File: src/rtl/score_pkg.sv
// Shared types and constants for the score accumulator and its binary-to-BCD engine.
package score_pkg;

  localparam int unsigned BIN_W     = 27;
  localparam int unsigned DIGITS    = 8;
  localparam int unsigned BCD_W     = 4 * DIGITS;
  localparam int unsigned SHR_W     = BCD_W + BIN_W;
  localparam int unsigned CNT_W     = $clog2(BIN_W);
  localparam int unsigned MAX_SCORE = 99999999;

  typedef enum logic [1:0] {
    IDLE  = 2'd0,
    LOAD  = 2'd1,
    SHIFT = 2'd2,
    DONE  = 2'd3
  } state_t;

endpackage

File: src/rtl/bcd_adjust.sv
// Double-dabble correction step: adds 3 to every BCD nibble that is 5 or more.
module bcd_adjust
  import score_pkg::*;
(
  input  logic [BCD_W-1:0] bcd,
  output logic [BCD_W-1:0] adj_c
);

  always_comb begin
    adj_c = bcd;
    for (int unsigned i = 0; i < DIGITS; i++) begin
      if (bcd[4*i +: 4] >= 4'd5) begin
        adj_c[4*i +: 4] = bcd[4*i +: 4] + 4'd3;
      end
    end
  end

endmodule

File: src/rtl/score_bcd_accum.sv
// Saturating point accumulator with a multi-cycle double-dabble converter feeding
// the seven-segment display stage with packed BCD.
module score_bcd_accum
  import score_pkg::*;
#(
  parameter int unsigned VAL_W = 16
) (
  input  logic             clk,
  input  logic             rst_n,
  input  logic             add_valid,
  input  logic [VAL_W-1:0] add_value,
  input  logic             clear,
  output logic [BCD_W-1:0] bcd_out,
  output logic             bcd_valid,
  output logic             updated,
  output logic             busy,
  output logic             saturated
);

  state_t             state_q, state_nxt;
  logic [BIN_W-1:0]   accum_q, accum_nxt;
  logic               dirty_q, dirty_nxt;
  logic [SHR_W-1:0]   shreg_q, shreg_nxt;
  logic [CNT_W-1:0]   cnt_q, cnt_nxt;
  logic [BCD_W-1:0]   bcd_nxt;
  logic               valid_nxt;
  logic               updated_nxt;
  logic               busy_nxt;
  logic               sat_nxt;
  logic [BIN_W:0]     sum_c;
  logic [BCD_W-1:0]   adj_c;

  bcd_adjust u_adjust (
    .bcd   (shreg_q[SHR_W-1 -: BCD_W]),
    .adj_c (adj_c)
  );

  assign sum_c = {1'b0, accum_q} + (BIN_W+1)'(add_value);

  always_ff @(posedge clk or negedge rst_n) begin
    if (!rst_n) begin
      state_q   <= IDLE;
      accum_q   <= '0;
      dirty_q   <= 1'b0;
      shreg_q   <= '0;
      cnt_q     <= '0;
      bcd_out   <= '0;
      bcd_valid <= 1'b0;
      updated   <= 1'b0;
      busy      <= 1'b0;
      saturated <= 1'b0;
    end else begin
      state_q   <= state_nxt;
      accum_q   <= accum_nxt;
      dirty_q   <= dirty_nxt;
      shreg_q   <= shreg_nxt;
      cnt_q     <= cnt_nxt;
      bcd_out   <= bcd_nxt;
      bcd_valid <= valid_nxt;
      updated   <= updated_nxt;
      busy      <= busy_nxt;
      saturated <= sat_nxt;
    end
  end

  always_comb begin
    state_nxt   = state_q;
    accum_nxt   = accum_q;
    dirty_nxt   = dirty_q;
    shreg_nxt   = shreg_q;
    cnt_nxt     = cnt_q;
    bcd_nxt     = bcd_out;
    valid_nxt   = bcd_valid;
    updated_nxt = 1'b0;
    sat_nxt     = saturated;

    unique case (state_q)
      // An event arriving this cycle also starts LOAD, so the snapshot is taken on the next edge.
      IDLE: begin
        if (dirty_q || add_valid || clear) begin
          state_nxt = LOAD;
        end
      end
      LOAD: begin
        shreg_nxt = {BCD_W'(0), accum_q};
        dirty_nxt = 1'b0;
        cnt_nxt   = '0;
        state_nxt = SHIFT;
      end
      SHIFT: begin
        shreg_nxt = {adj_c, shreg_q[BIN_W-1:0]} << 1;
        cnt_nxt   = cnt_q + CNT_W'(1);
        if (cnt_q == CNT_W'(BIN_W - 1)) begin
          state_nxt = DONE;
        end
      end
      DONE: begin
        bcd_nxt     = shreg_q[SHR_W-1 -: BCD_W];
        valid_nxt   = 1'b1;
        updated_nxt = 1'b1;
        state_nxt   = IDLE;
      end
      default: state_nxt = IDLE;
    endcase

    // Score events come after the FSM so a same-cycle event keeps dirty set over LOAD.
    if (clear) begin
      accum_nxt = '0;
      sat_nxt   = 1'b0;
      dirty_nxt = 1'b1;
    end else if (add_valid) begin
      if (sum_c > (BIN_W+1)'(MAX_SCORE)) begin
        accum_nxt = BIN_W'(MAX_SCORE);
        sat_nxt   = 1'b1;
      end else begin
        accum_nxt = sum_c[BIN_W-1:0];
      end
      dirty_nxt = 1'b1;
    end

    busy_nxt = (state_nxt != IDLE);
  end

endmodule

File: config.mk
export PLATFORM = sky130hd
export DESIGN_NAME = score_bcd_accum
export DESIGN_NICKNAME = d
export VERILOG_FILES = /design/src/rtl/score_pkg.sv /design/src/rtl/bcd_adjust.sv /design/src/rtl/score_bcd_accum.sv
export SDC_FILE = /design/constraint.sdc
export NUM_CORES = 1
export LEC_CHECK = 0
export ABC_AREA = 1
export BUFFER_PORTS_ARGS = -buffer_cell sky130_fd_sc_hd__buf_2
export CAP_MARGIN = 20
export CORE_MARGIN = 2
export CORE_UTILIZATION = 66
export CTS_BUF_LIST = sky130_fd_sc_hd__clkbuf_4 sky130_fd_sc_hd__clkbuf_8
export CTS_CLUSTER_DIAMETER = 200
export DETAILED_ROUTE_END_ITERATION = 8
export PLACE_DENSITY = 0.86
export SLEW_MARGIN = 40
export SYNTH_ARGS = -nofsm -noshare
export SYNTH_HDL_FRONTEND = slang
export SYNTH_SLANG_ARGS = --single-unit
export TNS_END_PERCENT = 5
File: constraint.sdc
create_clock -name clk -period 6.2 [get_ports clk]
set_clock_uncertainty 0.2 [all_clocks]
set_input_delay 1.24 -clock clk [delete_from_list [all_inputs] [get_ports clk]]
set_output_delay 1.24 -clock clk [all_outputs]
set_load 0.01 [all_outputs]
Yosys cells after proc, flatten, opt, wreduce, memory -nomap -nowiden
Index checks and enable logic that the tools add are counted. Widths: inputs -> output; s select.

Bits of input ports: 20. Output and inout port bits: 36. Bits in registers: 130.

Add/sub/neg operators: 10. Eq/ne operators: 4. Reductions and logical operators: 9. Mux-type cells: 23. Order comparisons: 9.

Operators by type and width (count): $pmux 59 s2 (1); $mux 27 (3); $ge 4x3->1 const B (8); $add 27x16->28 (1); $add 4x2->4 const B (7); $gt 28x27->1 const B (1); $mux 4 (7); $pmux 5 s2 (1); $pmux 2 s4 (1); $reduce_bool 2->1 (4); $mux 1 (7); $add 5x1->5 const B (1); $eq 5x5->1 const B (1); $eq 2x2->1 const B (2); $mux 2 (2); $add 3x2->3 const B (1); $mux 3 (1); $reduce_bool 3->1 (1); $eq 2x1->1 const B (1); $logic_not 2->1 (1); $logic_or 1x1->1 (2); $reduce_and 2->1 (1).

Longest topological paths before layout
Gate-level depths: netlist of run 1.

Depth after elaboration: 5. Depth in mapped cells: 20. Mapped depth without buffers: 20.

Cells and area by module
Synthesis of run 1 repeated with hierarchy kept, for this count alone.

Cell total of the unflattened synthesis: 1140. Area total of the unflattened synthesis: 8060.2 um2.

By module, submodules not included: score_bcd_accum (cells each 966, area an instance 7104.3 um2, times used 1, seq. area each 3253.1 um2); bcd_adjust (cells each 174, area an instance 955.9 um2, times used 1, seq. area each 0.0 um2).

Least setup slack after synthesis of run 1
No wires, ideal clock.

Path kind: input to register. Start point: input port add_value[0]. End point: register saturated. Stages: 19. Library setup time: 0.073 ns. Data arrival time: 3.349 ns. Path buffers: 1. Data required time: 5.927 ns. Path slack: 2.578 ns. Path through: ha_1 -> inv_1 -> fa_1 -> inv_1 -> nand3_1 -> nand3_1 -> nand2_1 -> nand2_1 -> nand3_1 -> nand3_1 -> nand2_1 -> nor2_1 -> nand2_2 -> nor2_8 -> nand3_4 -> nand3_4 -> buf_6 -> nand2_2 -> a21oi_2.

Cells in the longest elaborated chain, start to end: 4.

Ends and longest elaborated chain: from (decl) (line score_bcd_accum.sv:11) `input logic [VAL_W-1:0] add_value,`; $add 27x16->28 (line score_bcd_accum.sv:38) `assign sum_c = {1'b0, accum_q} + (BIN_W+1)'(add_value);`; $gt 28x27->1 (line score_bcd_accum.sv:112) `if (sum_c > (BIN_W+1)'(MAX_SCORE)) begin`; $reduce_bool 2->1 (no source line); $reduce_and 2->1 (no source line); to (signal assigned) (line score_bcd_accum.sv:62) `saturated <= sat_nxt;`; to (decl) (line score_bcd_accum.sv:17) `output logic saturated`.

No other way between the ends. A chain may end at the register's enable or synchronous reset.

Final worst setup path of run 1
Start point: input port add_value[0]. End point: register accum_q[19].

Cells in the longest elaborated chain, start to end: 5.

Ends and longest elaborated chain: $add 27x16->28 (*) (line score_bcd_accum.sv:38); $gt 28x27->1 (line score_bcd_accum.sv:112); $mux 27 (*) (line score_bcd_accum.sv:112); $mux 27 (*) (line score_bcd_accum.sv:111) `end else if (add_valid) begin`; $mux 27 (*) (line score_bcd_accum.sv:107) `if (clear) begin`; to (signal assigned) (line score_bcd_accum.sv:54) `accum_q <= accum_nxt;`; to (decl) (line score_bcd_accum.sv:21) `logic [BIN_W-1:0] accum_q, accum_nxt;`.

Mark *: on every way between the ends. The rest lies on a longest branch, timed or not. The select of a mux whose other input is x is not followed.

==> results of run 1 <==
[routing by layer]
layer,vias up,track usage (%),part of all wire (%)
li1,3399,-,-
met1,3123,38.7,43
met2,229,49.3,48
met3,40,5.66,5.9
met4,0,12.4,3.0
met5,-,0,0
[critical path, cell delays in order]
cell and delay, ps:
buf_2 120, ha_1 190, inv_1 60, fa_1 390, inv_1 110, nand3_1 70
nand3_1 170, nand2_1 80, nand2_1 150, nand3_1 110, nand3_1 90, nand2_1 80
nor2_1 140, nand2_2 110, nor2_8 160, nand3_4 140, nand3_4 190, nor2_4 100
nand2_1 70, nand2_1 50
[cell usage after synthesis]
cell type    n
nand2_1    374
inv_1      146
dfrtp_1    130
o21ai_0     82
nand3_1     72
nor2_1      52
ha_1        38
clkbuf_1    25
xor2_1      15
a21oi_1     12
o211ai_1    12
o22ai_1     11
nor2_2      10
nand2_2      9
nand4_1      7
o32ai_1      7
nor3_1       5
a31oi_1      2
clkinv_1     2
inv_2        2
nand3_4      2
nor2_4       2
or2_2        2
xnor2_1      2
a21boi_4     1
a21oi_2      1
a32o_1       1
and2_1       1
and2_4       1
buf_2        1
buf_6        1
fa_1         1
nand3_2      1
nand3b_2     1
nand4_2      1
nor2_8       1
nor3_2       1
nor3b_1      1
o221ai_1     1
or2_1        1
or3_1        1
[per-stage QoR]
step / instance area [µm²] / hold slack [ps] / setup slack [ps] / utilization, % / power [µW]
after detailed placement: 8040 / 248 / 2100 / 70.7 / 1610
after global placement: 8040 / 243 / 2210 / 70.7 / 1600
after global routing: 8430 / 299 / 2220 / 74.1 / 2440
after floorplan: 7640 / 253 / 2580 / - / 1410
final: 8430 / 266 / 2530 / 74.1 / 2300
after CTS: 8430 / 271 / 2570 / 74.1 / 2310
[cells by family after synthesis]
logic type	synth area share, %
adders and majority gates	6.49
buffers and inverters	8.82
DFF	42.6
and+or+nand+nor	30.3
xor gates and xnor gates	1.95
AOI/OAI and AO/OA	9.81
[state kept, by name, indices dropped and copies added, names as in the netlist]
name	count
accum_q	27
bcd_out	32
bcd_valid	1
busy	1
cnt_q	5
dirty_q	1
saturated	1
shreg_q	59
state_q	2
updated	1
[worst max-delay path by stage]
| stage | endpoint | slack, ps | depth (start not counted) |
|---|---|---|---|
| 2_1_floorplan | saturated$_DFFE_PN0P_ | 2580 | 19 |
| 3_3_place_gp | accum_q[17]$_DFFE_PN0P_ | 2210 | 20 |
| 3_5_place_dp | accum_q[19]$_DFFE_PN0P_ | 2100 | 20 |
| 4_1_cts | accum_q[19]$_DFFE_PN0P_ | 2570 | 20 |
| 5_1_grt | accum_q[3]$_DFFE_PN0P_ | 2220 | 20 |
| 6_report | accum_q[19]$_DFFE_PN0P_ | 2530 | 20 |
[cell type report]
cell class | instances | area (µm²) | share of cell area, %
sequential | 130 | 3250 | 38.6
multi-input combinational | 731 | 3710 | 44.0
inverter | 150 | 563 | 6.68
clock buffer | 21 | 289 | 3.43
tap | 143 | 179 | 2.12
clock inverter | 11 | 100 | 1.19
timing repair buffer | 62 | 334 | 3.96
[power by group through the flow]
stage          registers, µW  clock network (µW)  logic, µW
3_3_place_gp            1050                   0        547
5_1_grt                 1050                 747        639
2_1_floorplan           1090                   0        327
4_1_cts                 1040                 709        560
6_report                1040                 702        558
3_5_place_dp            1060                   0        557
==> results.cfg, run 1 <==
[routing]
vias = 6791
avgViaCountPerCell = 5.44
firstDrtPassIters = 5
drc_errors = 0
routed_wl_um = 17500
antenna_left = 0
drt_iter0_markers = 520
routedWlPerCell_um = 14.0

[worst_setup_path]
crit_start = add_value[0]
critPathRequiredTime_ps = 6340
end_kind = flop
rrSetupSlack_ps = 3060
cp.arrival_ps = 3810
r2r-end = accum_q[19]$_DFFE_PN0P_
path_class = in2reg
crit_path_start_kind = primary input
worst_r2r_path_depth = 19
path_max_fanout = 14
r2r_start = accum_q[0]$_DFFE_PN0P_

[power_and_ir_drop]
pwr-share-seq_pct = 45.2
p_per_area_nw_per_um2 = 273
ir_drop_mv = 0.270
clockPowerShare_pct = 30.5
p_leak_uw = 0.00457
power_frac_comb_pct = 24.2
p_sw_uw = 762
swShare_pct = 33.1
p_int_uw = 1540

[sta]
slew_headroom_pct = 53.2
tns_ps = 0
rsz0062_at_grt = false
finalSetupViolCount = 0
hold_viol = 0
fin_crit_sh_pct = 59.1
worst_pin_slew_ps = 702
fmax_mhz = 273
min_period_ps = 3670
report.final.slew_viol_count = 0

[grt]
grt_pass1_wl_um = 29800
grt_remaining_overflow = 0
grtUsageTotal_pct = 29.8
grt_max_degree = 82
grt_antenna_before_repair = 0
grt_pass1_vias = 6402

[die]
initial_utilization_pct = 67.2
die_area_um2 = 12400
boundaryPins = 56
die-height_um = 112
core_area_um2 = 11400
die_width_um = 112
core.rowCount = 39

[logic_synthesis]
synth.distinct_cells = 41
ys_warn_count = 0
synth_nets = 1097
synth_top_area_cell = dfrtp_1
seq_area_frac_synth_pct = 42.6
ys_seq_elements = 130
synth_cells = 1038
syn_avg_cell_area_um2 = 7.36
yosys.area.top_type_share_pct = 42.6
yosys-top-cells-area = dfrtp_1 (43%), nand2_1 (18%), inv_1 (7.2%), ha_1 (6.2%), o21ai_0 (5.4%)
syn_area_um2 = 7640

[clock_tree]
clock-sinks = 130
cts-root-buf = clkbuf_8
clockBufferDepth = 2
cts_tree = built
clk_pin_slew_ps = 80
insertion_delay_ps = 450
htreeDepth = 4
post_cts_buffers = 0
cts_resized = 0
ctsHoldBuffers = 0
cts_buffers = 17

[worst_hold_path]
hold_end = bcd_valid$_DFFE_PN0P_
hold_class = reg2reg
holdPathStages = 1
worstHoldStart = bcd_valid$_DFFE_PN0P_

[placement]
gp_congestion = 0.998
portBuffers = 55
dp.cells = 1216
place_hpwl_um = 12800

[layout]
drive_above_1_share_pct = 11.9
fill_cells = 928
final_common_cell = nand2_1
mostFrequentLayoutCells = nand2_1 (374), inv_1 (144), dfrtp_1 (130)
diodes = 0
syn2layout_area_growth_pct = 10.4
nets = 1151
final_cell_count_no_fill = 1248

[run_status]
outcome = finished, final reports clean

[job]
maxCapViolCount = 0
Power figures use the tool's default switching activity.
==> run 2: changes to the inputs <==
--- a/config.mk
+++ b/config.mk
@@ -9,11 +9,11 @@
 export BUFFER_PORTS_ARGS = -buffer_cell sky130_fd_sc_hd__buf_2
 export CAP_MARGIN = 20
 export CORE_MARGIN = 2
-export CORE_UTILIZATION = 66
+export CORE_UTILIZATION = 57
 export CTS_BUF_LIST = sky130_fd_sc_hd__clkbuf_4 sky130_fd_sc_hd__clkbuf_8
 export CTS_CLUSTER_DIAMETER = 200
 export DETAILED_ROUTE_END_ITERATION = 8
-export PLACE_DENSITY = 0.86
+export PLACE_DENSITY = 0.79
 export SLEW_MARGIN = 40
 export SYNTH_ARGS = -nofsm -noshare
 export SYNTH_HDL_FRONTEND = slang
==> constraint.sdc (replaced) <==
create_clock -name clk -period 3.1 [get_ports clk]
set_clock_uncertainty 0.2 [all_clocks]
set_input_delay 0.62 -clock clk [delete_from_list [all_inputs] [get_ports clk]]
set_output_delay 0.62 -clock clk [all_outputs]
set_load 0.01 [all_outputs]
==> results.cfg, run 2 (synthesized netlist as in run 1, its figures left out) <==
[routing]
drc_errors = 0
routed_wl_um = 18600
top_layer_used = met4
route.met2.wl_um = 8940
wl_met1_um = 8170
antenna_left = 0
routedWlPerCell_um = 14.0
firstDrtPassIters = 5
drt_iter0_markers = 454
wl_met3_um = 944
vias = 7061
avgViaCountPerCell = 5.29

[die]
core_area_um2 = 13100
die_width_um = 120
boundaryPins = 56
core.rowCount = 42
die-height_um = 120
initial_utilization_pct = 58.1
die_area_um2 = 14300

[layout]
regMostFlops = shreg_q
fill_cells = 1101
largest_reg_flops = 59
nets = 1206
drive_above_1_share_pct = 18.2
reg_top3 = shreg_q: 59 flops, bcd_out: 32 flops, accum_q: 27 flops
diodes = 0
final_common_cell = nand2_1
final_cell_count_no_fill = 1336
syn2layout_area_growth_pct = 18.7
mostFrequentLayoutCells = nand2_1 (366), inv_1 (145), dfrtp_1 (130)

[sta]
min_period_ps = 2940
finalSetupViolCount = 0
tns_ps = 0
report.final.slew_viol_count = 0
hold_viol = 0
slew_headroom_pct = 63.8
fmax_mhz = 340
fin_crit_sh_pct = 94.9
worst_pin_slew_ps = 543

[power_and_ir_drop]
p_int_uw = 3270
clockPowerShare_pct = 30.1
p_leak_uw = 0.00486
swShare_pct = 32.8
power_frac_comb_pct = 27.0
p_sw_uw = 1600
pwr-share-seq_pct = 42.9
p_per_area_nw_per_um2 = 538
ir_drop_mv = 0.219

[grt]
grt_pass1_vias = 6683
grt_antenna_before_repair = 0
grtUsageTotal_pct = 26.8
grt_max_degree = 64
grt_pass1_wl_um = 30700
grt_remaining_overflow = 0

[worst_setup_path]
critical_path.max_stage_delay_ps = 410
crit_chain = ha_1 -> nand2_1 -> inv_1 -> nand2_1 -> nand2_1 -> nand2_1 -> nand3_1 -> nand2_1 -> nand2_1 -> nand2_1 -> nand2_1 -> nor2_1 -> nand2_2 -> nor2_8 -> nand3_4 -> nand3_2 -> buf_4 -> nand2_2 -> a21oi_2
critPathSlowestCell = dfrtp_1
path_class = reg2reg
end_kind = flop
critPathRequiredTime_ps = 3280
path_max_fanout = 7
crit_top_cell = nand2_1
cp.arrival_ps = 3120
crit_path_start_kind = flop
r2r_start = accum_q[3]$_DFFE_PN0P_
worst_r2r_path_depth = 19
crit_start = accum_q[3]$_DFFE_PN0P_

[clock_tree]
htreeDepth = 4
insertion_delay_ps = 450
clk_pin_slew_ps = 70
cts-root-buf = clkbuf_8
cts_buffers = 17
clockBufferDepth = 2
cts_tree = built
clock-sinks = 130

[placement]
gp_congestion = 0.957
portBuffers = 55
dp.cells = 1301
place_hpwl_um = 13500

[run_status]
outcome = finished, final reports clean

[worst_hold_path]
worstHoldStart = clear
holdPathStages = 2
hold_class = in2reg

[job]
maxCapViolCount = 0
## run 2: cell count changes in the layout (fill, tap and decap cells not counted), sizes merged
cell         delta
inv             -1
clkbuf          -1
clkinv          +1
nand3           +1
bufinv          +1
dlygate4sd3     +1
buf            +53
## run 2: per-layer routing
| metal | vias up | GRT usage [%] |
|---|---|---|
| met2 | 181 | 44.1 |
| met3 | 50 | 5.37 |
| li1 | 3499 | - |
| met4 | 0 | 10.7 |
| met5 | - | 0 |
| met1 | 3331 | 34.8 |
## run 2: path summary, 6_finish.rpt
kind	endpoint	slack, ps
max	saturated$_DFFE_PN0P_	160
min	saturated$_DFFE_PN0P_	150
max reg2reg	saturated$_DFFE_PN0P_	160
min reg2reg	bcd_valid$_DFFE_PN0P_	260
max in group asynchronous	cnt_q[3]$_DFFE_PN0P_	1390
min in group asynchronous	bcd_out[23]$_DFFE_PN0P_	490
## run 2: repair_timing
item	4_1_cts	5_1_grt
resized for setup	0	28
hold endpoints to repair	56	0
setup endpoints to repair	0	28
buffers inserted	0	1
hold buffers	1	0
## run 2: layout make-up
type                    count  area (µm²)  area share [%]
inverters                 150         563            6.21
clock inverters            12         130            1.44
flip-flops and latches    130        3250            35.9
repair buffers            116         754            8.33
clock buffers              20         275            3.04
well taps                 176         220            2.43
multi-input cells         732        3860            42.7
## run 2: power by group through the flow
stage	Combinational (µW)	Sequential [µW]	Clock, µW
6_report	1310	2090	1470
2_1_floorplan	653	2170	0
3_5_place_dp	1250	2120	0
3_3_place_gp	1210	2110	0
4_1_cts	1260	2080	1490
5_1_grt	1480	2110	1570
## run 2: worst max-delay path, delay by kind of cell, from the launching register on
kind,cells,cell delay (ps)
buffers and inverters,2,230
DFF,1,410
and+or+nand+nor,15,1600
adders and majority gates,1,350
AOI/OAI and AO/OA,1,100
## run 2: metrics by stage
step	total power, µW	hold slack [ps]	utilization (%)	setup WS, ps	cell area (µm²)
3_3_place_gp	3320	245	64.6	-107	8490
5_1_grt	5160	144	69.0	-2.52	9060
2_1_floorplan	2820	124	-	97.6	7640
6_report	4870	152	69.0	157	9060
3_5_place_dp	3360	246	64.6	-177	8490
4_1_cts	4830	140	67.8	157	8900
==> run 3: changes to the inputs <==
==> constraint.sdc (replaced) <==
create_clock -name clk -period 3.1 [get_ports clk]
set_clock_uncertainty 0.2 [all_clocks]
set_input_delay 0.465 -clock clk [delete_from_list [all_inputs] [get_ports clk]]
set_output_delay 0.465 -clock clk [all_outputs]
set_load 0.01 [all_outputs]
==> results.cfg, run 3 (synthesized netlist as in run 1, its figures left out) <==
[layout]
reg_top3 = shreg_q: 59 flops, bcd_out: 32 flops, accum_q: 27 flops
mostFrequentLayoutCells = nand2_1 (367), inv_1 (145), dfrtp_1 (129)
fin_util_pct = 67.5
regMostFlops = shreg_q
diodes = 0
nets = 1175
syn2layout_area_growth_pct = 16.2
final_common_cell = nand2_1
largest_reg_flops = 59
fill_cells = 1090
drive_above_1_share_pct = 15.9

[sta]
finalSetupViolCount = 0
slew_headroom_pct = 48.4
worst_pin_slew_ps = 769
finalHoldWorstSlack_ps = 105
worst_slack_ps = 176
hold_viol = 0
min_period_ps = 2920
report.final.slew_viol_count = 0
fmax_mhz = 342
fin_crit_sh_pct = 94.3

[power_and_ir_drop]
power_frac_comb_pct = 25.4
p_per_area_nw_per_um2 = 538
ir_drop_mv = 0.240
clockPowerShare_pct = 30.7
p_leak_uw = 0.00472
pwr-share-seq_pct = 43.9
p_sw_uw = 1570
swShare_pct = 32.9
p_int_uw = 3200

[grt]
grt_pass1_wl_um = 30500
grtUsageTotal_pct = 26.6
grt_antenna_before_repair = 0
grt_pass1_vias = 6576
grt_remaining_overflow = 0
grt_max_degree = 57

[clock_tree]
clockBufferDepth = 2
clk_pin_slew_ps = 80
cts_tree = built
htreeDepth = 4
insertion_delay_ps = 440
cts_buffers = 17
clock-sinks = 130
cts-root-buf = clkbuf_8

[routing]
antenna_left = 0
drc_errors = 0
vias = 6833
firstDrtPassIters = 5
routed_wl_um = 18200
avgViaCountPerCell = 5.24
routedWlPerCell_um = 14.0
drt_iter0_markers = 527

[worst_hold_path]
holdPathStages = 3
hold_end = saturated$_DFFE_PN0P_
hold_class = in2reg
worstHoldStart = add_valid

[worst_setup_path]
cp.arrival_ps = 3050
crit_path_start_kind = flop
r2r-end = accum_q[7]$_DFFE_PN0P_
end_kind = flop
worst_r2r_path_depth = 16
path_max_fanout = 7
path_class = reg2reg
r2r_start = accum_q[9]$_DFFE_PN0P_
rrSetupSlack_ps = 180
critPathRequiredTime_ps = 3230

[die]
die_area_um2 = 14300
initial_utilization_pct = 58.1
boundaryPins = 56
die-height_um = 120
die_width_um = 120
core_area_um2 = 13100
core.rowCount = 42

[placement]
portBuffers = 55
pre_cts_ws_ps = -0.829
place_hpwl_um = 13000
gp_congestion = 0.973

[job]
maxCapViolCount = 0

[run_status]
outcome = finished, final reports clean
[run 3: cell types whose count changed in the layout (fill, tap and decap cells not counted), moves of 2 or more]
cell      delta
buf_4       -33
nor2_2       -6
nor2_1       +4
ha_1         -3
clkbuf_4     +2
clkinv_2     -2
ha_2         +2
nor2_4       +2
[run 3: routing by layer]
layer	routed length [µm]	track usage, %	vias to the layer above
li1	-	-	3437
met1	8190	35.6	3165
met2	8640	43.3	191
met3	950	5.47	40
met4	423	9.34	0
met5	0	0	-
[run 3: worst max-delay path by stage]
stage	slack [ps]	cells past startpoint	to	from
6_report	180	16	accum_q[7]$_DFFE_PN0P_	accum_q[9]$_DFFE_PN0P_
5_1_grt	-60	17	accum_q[6]$_DFFE_PN0P_	accum_q[5]$_DFFE_PN0P_
4_1_cts	160	17	accum_q[12]$_DFFE_PN0P_	accum_q[14]$_DFFE_PN0P_
3_5_place_dp	-0.8	21	accum_q[12]$_DFFE_PN0P_	add_value[0]
3_3_place_gp	60	20	accum_q[19]$_DFFE_PN0P_	add_value[0]
2_1_floorplan	250	19	saturated$_DFFE_PN0P_	add_value[0]
[run 3: area by class of cell]
cell class                      instances  area, µm²  area share [%]
Clock buffer                           21        277            3.12
Clock inverter                         11        129            1.45
Inverter                              150        563            6.35
Multi-Input combinational cell        732       3890            43.9
Sequential cell                       130       3250            36.7
Tap cell                              176        220            2.48
Timing Repair Buffer                   85        537            6.05
[run 3: repair_timing]
| action | in CTS | in global routing |
|---|---|---|
| setup endpoints to repair | 0 | 28 |
| gates resized for setup | 0 | 33 |
| hold endpoints to repair | 55 | 0 |
| hold buffers | 2 | 0 |
| buffers inserted | 0 | 1 |
[run 3: power groups by stage]
stage	Sequential (µW)	Combinational [µW]	Clock, µW
after floorplan	2170	653	0
after global placement	2110	1120	0
after detailed placement	2120	1140	0
after CTS	2090	1160	1490
after global routing	2120	1370	1580
final	2090	1210	1470
[run 3: worst max-delay path, stage by stage (launching register included)]
cell	delay, ps
dfrtp_1	410
ha_2	320
nand2_1	120
inv_1	70
nand2_1	60
nand2_1	90
inv_1	70
nand3_1	120
buf_4	170
xor2_1	150
nor2_1	130
nand2_1	150
nand3_4	150
nand3_4	150
buf_4	180
o21ai_0	180
nand2_1	70
[run 3: through the flow]
step                      TNS, ps  total power, µW  instances  instance area (µm²)
after CTS                       0             4740       1303                 8680
after floorplan                 0             2820       1038                 7640
after global placement          0             3220       1269                 8260
after detailed placement   -0.829             3260       1269                 8260
after global routing         -163             5070       1305                 8870
final                           0             4770       1305                 8870
